--- src/rtl/mult_pkg.sv ---
// Shared arithmetic-datapath constants: operand width default, multiplier FSM
// encodings and the radix-2 Booth recoding helper.
package mult_pkg;

    localparam int DEFAULT_WIDTH = 4;

    localparam logic [1:0] ST_IDLE = 2'd0;
    localparam logic [1:0] ST_RUN  = 2'd1;
    localparam logic [1:0] ST_DONE = 2'd2;

    localparam logic [1:0] BOOTH_NOP = 2'd0;
    localparam logic [1:0] BOOTH_ADD = 2'd1;
    localparam logic [1:0] BOOTH_SUB = 2'd2;

    // Radix-2 Booth recoding of the current multiplier bit and the bit shifted out before it.
    function automatic logic [1:0] booth_op(input logic q0, input logic q_1);
        case ({q0, q_1})
            2'b01:   return BOOTH_ADD;
            2'b10:   return BOOTH_SUB;
            default: return BOOTH_NOP;
        endcase
    endfunction

endpackage

--- src/rtl/booth_step.sv ---
// One combinational radix-2 Booth step: conditional add/subtract of M into A,
// followed by an arithmetic right shift of {A,Q,q_1}.
module booth_step
    import mult_pkg::*;
#(
    parameter int WIDTH = DEFAULT_WIDTH
) (
    input  logic [WIDTH:0]   acc_in,
    input  logic [WIDTH-1:0] q_in,
    input  logic             q_1_in,
    input  logic [WIDTH:0]   m,
    output logic [WIDTH:0]   acc_out,
    output logic [WIDTH-1:0] q_out,
    output logic             q_1_out
);

    logic [WIDTH:0] sum;

    always_comb begin
        sum = acc_in;
        case (booth_op(q_in[0], q_1_in))
            BOOTH_ADD: sum = acc_in + m;
            BOOTH_SUB: sum = acc_in - m;
            default:   sum = acc_in;
        endcase
        // A is one bit wider than the operands, so its MSB is the true sign to replicate.
        acc_out = {sum[WIDTH], sum[WIDTH:1]};
        q_out   = {sum[0], q_in[WIDTH-1:1]};
        q_1_out = q_in[0];
    end

endmodule

--- src/rtl/seq_booth_mult.sv ---
// Iterative signed multiplier: one radix-2 Booth step per clock, valid/ready on
// both sides, full-width 2*WIDTH signed product.
module seq_booth_mult
    import mult_pkg::*;
#(
    parameter int WIDTH = DEFAULT_WIDTH
) (
    input  logic                 clk,
    input  logic                 rst,
    input  logic                 in_valid,
    output logic                 in_ready,
    input  logic [WIDTH-1:0]     a,
    input  logic [WIDTH-1:0]     b,
    output logic                 out_valid,
    input  logic                 out_ready,
    output logic [2*WIDTH-1:0]   product
);

    localparam int              CNT_W    = $clog2(WIDTH);
    localparam logic [CNT_W-1:0] LAST_CNT = CNT_W'(WIDTH - 1);

    logic [1:0]           state_q,   state_d;
    logic [WIDTH:0]       acc_q,     acc_d;
    logic [WIDTH:0]       m_q,       m_d;
    logic [WIDTH-1:0]     q_q,       q_d;
    logic                 q_1_q,     q_1_d;
    logic [CNT_W-1:0]     cnt_q,     cnt_d;
    logic [2*WIDTH-1:0]   product_q, product_d;

    logic [WIDTH:0]       acc_step;
    logic [WIDTH-1:0]     q_step;
    logic                 q_1_step;

    booth_step #(
        .WIDTH (WIDTH)
    ) u_step (
        .acc_in  (acc_q),
        .q_in    (q_q),
        .q_1_in  (q_1_q),
        .m       (m_q),
        .acc_out (acc_step),
        .q_out   (q_step),
        .q_1_out (q_1_step)
    );

    always_comb begin
        state_d   = state_q;
        acc_d     = acc_q;
        m_d       = m_q;
        q_d       = q_q;
        q_1_d     = q_1_q;
        cnt_d     = cnt_q;
        product_d = product_q;
        case (state_q)
            ST_IDLE: begin
                if (in_valid) begin
                    m_d     = {a[WIDTH-1], a};
                    q_d     = b;
                    q_1_d   = 1'b0;
                    acc_d   = '0;
                    cnt_d   = '0;
                    state_d = ST_RUN;
                end
            end
            ST_RUN: begin
                acc_d = acc_step;
                q_d   = q_step;
                q_1_d = q_1_step;
                cnt_d = cnt_q + CNT_W'(1);
                // Capture the product on the final step so it is valid on entry to DONE.
                if (cnt_q == LAST_CNT) begin
                    product_d = {acc_step[WIDTH-1:0], q_step};
                    state_d   = ST_DONE;
                end
            end
            ST_DONE: begin
                if (out_ready) begin
                    state_d = ST_IDLE;
                end
            end
            default: state_d = ST_IDLE;
        endcase
    end

    always_ff @(posedge clk) begin
        if (rst) begin
            state_q   <= ST_IDLE;
            acc_q     <= '0;
            m_q       <= '0;
            q_q       <= '0;
            q_1_q     <= 1'b0;
            cnt_q     <= '0;
            product_q <= '0;
        end else begin
            state_q   <= state_d;
            acc_q     <= acc_d;
            m_q       <= m_d;
            q_q       <= q_d;
            q_1_q     <= q_1_d;
            cnt_q     <= cnt_d;
            product_q <= product_d;
        end
    end

    assign in_ready  = (state_q == ST_IDLE);
    assign out_valid = (state_q == ST_DONE);
    assign product   = product_q;

endmodule
--- config.mk ---
export PLATFORM = sky130hd
export DESIGN_NAME = seq_booth_mult
export DESIGN_NICKNAME = d
export VERILOG_FILES = /design/src/rtl/mult_pkg.sv /design/src/rtl/booth_step.sv /design/src/rtl/seq_booth_mult.sv
export SDC_FILE = /design/constraint.sdc
export NUM_CORES = 1
export LEC_CHECK = 0
export ABC_AREA = 1
export CAP_MARGIN = 20
export CORE_ASPECT_RATIO = 0.8
export CORE_UTILIZATION = 47
export DETAILED_ROUTE_END_ITERATION = 10
export PLACE_DENSITY = 0.75
export SYNTH_ARGS = -nofsm -noshare
export SYNTH_HDL_FRONTEND = slang
export SYNTH_SLANG_ARGS = --single-unit
--- constraint.sdc ---
create_clock -name clk -period 1.8 [get_ports clk]
set_input_delay 0.36 -clock clk [delete_from_list [all_inputs] [get_ports clk]]
set_output_delay 0.36 -clock clk [all_outputs]
set_load 0.02 [all_outputs]
==> impl_metrics.yaml <==
status:
  run_status: "finished with violations"
  failed_checks: "negative setup slack"
setup_path:
  critical_path.reg2reg.endpoint: "acc_q[2]$_SDFFE_PP0P_"
  crit_end: "acc_q[2]$_SDFFE_PP0P_"
  cp-end-kind: "flop"
  critical_path_required_ns: 2.09
  r2r_start: "q_1_q$_SDFFE_PP0P_"
  reg2regPathDepth: 12
  crit_path_max_fanout: 5
  critical_path_arrival_ns: 2.32
  rrSetupSlack_ns: -0.23
  path_class: "flop to flop"
  critical_path.startpoint_type: "flop"
  critPathLaunch: "q_1_q$_SDFFE_PP0P_"
timing:
  final_period_minus_worst_setup_slack_ns: 2.03
  setup_viol: 7
  clock-skew-final_ns: 0.00426
  setup_ws_ns: -0.228
  worst_slew_pin_slew_ns: 0.362
  period_share_pct: 113
  max_freq_mhz: 493
  hold_violations: 0
  slew_headroom_pct: 75.8
  maxSlewViolCount: 0
  rsz0062_at_grt: "true"
drt:
  drtAntennaViolNets: 0
  wire_per_inst_microns: 12.6
  dr.pass1.iters: 4
  drt_iter0_markers: 64
  via_per_inst: 5.12
  number_of_remaining_drc_errors: 0
  vias: 1327
  detail_route.wirelength_mm: 3.26
power_and_ir_drop:
  power.density_nw_per_um2: 741
  seqPwrFrac_pct: 44.0
  net-switching-power_w: 0.000481
  totalPowerFinal_w: 0.00138
  part_of_the_total_power_dissipated_in_combinational_logic_pct: 36.2
  vdd_drop_max_mv: 0.685
  p_int_w: 0.000901
  clockPowerShare_pct: 19.8
  leakage_nw: 0.786
  switching_share_pct: 34.8
synthesis:
  synth_area_sq_um: 1330
  ys_dominant_reg_cell: "sky130_fd_sc_hd__dfxtp_1"
  synth_edf_count: 0
  syn-num-nets: 206
  syn_inst: 186
  synth.distinct_cells: 25
  synth-warning-count: 0
  synth-async-reset-ratio_pct: 0
  synth.avg_cell_area_sq_um: 7.17
  synth-seq-cells: 25
  yosysSeqAreaShare_pct: 37.5
placement:
  dp_hpwl_mm: 2.15
  io_buffers: 21
  dpl.cell_count: 251
  place.gp.congestion: 0.883
grt:
  grt-ovfl-total: 0
  first_global_vias: 1279
  antenna_found_initial: 0
  grt_max_degree: 16
  grt_use_total_pct: 23.8
  grt_first_pass_wirelength_mm: 5.43
clock_network:
  htree_levels: 1
  cts_sinks: 25
  cts_buffer_depth: 2
  clock-root-buffer: "sky130_fd_sc_hd__clkbuf_4"
  tritoncts_clock_tree: "yes"
  clkSlewWorstSetupHoldPaths_ns: 0.15
  clock_latency_ns: 0.34
  number_of_buffers_added_by_the_clock_tree_synthesis_step: 3
cells_and_area:
  post_route_cells_drive_above_1_share_pct: 27.4
  antenna_diodes: 0
  num-nets-final: 244
  area_added_between_synthesis_and_finish_pct: 39.9
  final_cell_count_no_fill: 259
floorplan:
  total_die_area_sq_um: 3060
  placement_rows: 16
  die_h_microns: 49.6
  initial_core_util_pct: 52.1
  ioPinCount: 22
  core_area_sq_um: 2560
  dieWidth_microns: 61.6
hold_path:
  min_path_type: "flop to flop"
flow_run:
  maxCapViolations: 0
==> synthesized netlist by cell type, types with 2 or more instances <==
master,number,area share [%]
sky130_fd_sc_hd__inv_1,26,7.3
sky130_fd_sc_hd__a31oi_1,4,1.9
sky130_fd_sc_hd__xor2_1,2,1.3
sky130_fd_sc_hd__inv_2,2,0.56
sky130_fd_sc_hd__nor2_4,2,1.7
sky130_fd_sc_hd__o21ai_1,3,1.1
sky130_fd_sc_hd__nand2_4,2,1.7
sky130_fd_sc_hd__inv_4,2,0.94
sky130_fd_sc_hd__a21oi_1,21,7.9
sky130_fd_sc_hd__o21ai_0,13,4.9
sky130_fd_sc_hd__dfxtp_1,25,38
sky130_fd_sc_hd__nor2_1,9,2.5
sky130_fd_sc_hd__ha_1,7,6.6
sky130_fd_sc_hd__nand2_1,47,13
sky130_fd_sc_hd__buf_6,2,1.7
sky130_fd_sc_hd__nand3_1,10,3.8
==> cells by family after synthesis <==
logic type / share of synthesized area, %
XOR/XNOR: 1.31
AO/OA/AOI/OAI: 17.5
adder cells (fa/ha/maj): 8.07
buffers and inverters: 11.2
flip-flops: 37.5
AND/OR/NAND/NOR: 24.4
==> sequential cells by signal, summed over array words and instances (netlist names) <==
| name | cells |
|---|---|
| cnt_q | 2 |
| acc_q | 4 |
| state_q | 2 |
| q_1_q | 1 |
| product | 8 |
| q_q | 4 |
| m_q | 4 |
==> critical path: stages, from the launching register on <==
cell and delay (ns):
sky130_fd_sc_hd__dfxtp_2 0.36, sky130_fd_sc_hd__inv_2 0.04, sky130_fd_sc_hd__ha_4 0.17, sky130_fd_sc_hd__buf_4 0.13
sky130_fd_sc_hd__buf_4 0.13, sky130_fd_sc_hd__a22oi_2 0.20, sky130_fd_sc_hd__ha_4 0.25, sky130_fd_sc_hd__a21oi_1 0.18
sky130_fd_sc_hd__nand2_2 0.10, sky130_fd_sc_hd__xor2_2 0.16, sky130_fd_sc_hd__nand2_1 0.09, sky130_fd_sc_hd__nand3_2 0.07
sky130_fd_sc_hd__a21oi_2 0.11
==> worst min path at each step <==
stage                     cells past startpoint                    start                       to  slack [ns]
after floorplan                               1    cnt_q[0]$_SDFFE_PP0P_    cnt_q[0]$_SDFFE_PP0P_        0.43
after global placement                        1    cnt_q[0]$_SDFFE_PP0P_    cnt_q[0]$_SDFFE_PP0P_        0.45
after detailed placement                      2  product[2]$_SDFFE_PP0P_  product[2]$_SDFFE_PP0P_        0.45
after CTS                                     2  product[2]$_SDFFE_PP0P_  product[2]$_SDFFE_PP0P_        0.47
after global routing                          2  product[2]$_SDFFE_PP0P_  product[2]$_SDFFE_PP0P_        0.50
final                                         1    cnt_q[0]$_SDFFE_PP0P_    cnt_q[0]$_SDFFE_PP0P_        0.47
==> through the flow <==
step | TNS [ns] | utilization (%) | worst slack [ns] | cell area [sq um] | hold WS (ns)
global placement | -0.454 | 65.6 | -0.156 | 1680 | 0.446
detailed placement | -1.23 | 65.6 | -0.217 | 1680 | 0.453
finish | -1.04 | 72.8 | -0.228 | 1870 | 0.469
global route | -1.81 | 72.8 | -0.344 | 1870 | 0.498
CTS | -0.466 | 70.3 | -0.181 | 1800 | 0.473
floorplan | -0.0169 | - | -0.0169 | 1370 | 0.432
==> cell type report <==
class                      count  area [sq um]
multi-input combinational    127           832
fill                         220           697
sequential                    25           504
timing repair buffer          37           332
inverter                      30           123
tap                           36          45.0
clock buffer                   3          22.5
clock inverter                 1          7.51
==> layout by cell type, fill, tap and decap left out, types with 4 or more instances in the layout <==
cell type / count
sky130_fd_sc_hd__a21oi_1: 17
sky130_fd_sc_hd__a21oi_2: 5
sky130_fd_sc_hd__buf_4: 15
sky130_fd_sc_hd__clkdlybuf4s50_1: 19
sky130_fd_sc_hd__dfxtp_1: 22
sky130_fd_sc_hd__ha_4: 5
sky130_fd_sc_hd__inv_1: 19
sky130_fd_sc_hd__inv_2: 7
sky130_fd_sc_hd__inv_4: 4
sky130_fd_sc_hd__nand2_1: 45
sky130_fd_sc_hd__nand3_1: 9
sky130_fd_sc_hd__nor2_1: 8
sky130_fd_sc_hd__o21ai_0: 9
==> metal layers <==
layer	vias up	part of all wire (%)	GRT usage [%]
met5	-	0	0
met4	0	3.3	8.52
met3	12	2.9	5.77
met2	26	50	39.2
met1	613	44	29.6
li1	676	-	-
==> timing repair <==
item,4_1_cts,5_1_grt
setup buffers,3,1
cloned,0,0
gates resized for setup,20,15
pin swaps,7,14
setup endpoints to repair,10,8
hold buffers,0,0
==> power by group through the flow <==
stage                     Clock, W  Combinational (W)  Sequential [W]
after floorplan                  0           0.000261        0.000612
after global placement           0           0.000371        0.000614
after detailed placement         0           0.000382        0.000616
after CTS                 0.000276           0.000440        0.000607
after global routing      0.000307           0.000548        0.000612
final                     0.000274           0.000500        0.000608
(Power assumes the default switching activity.)
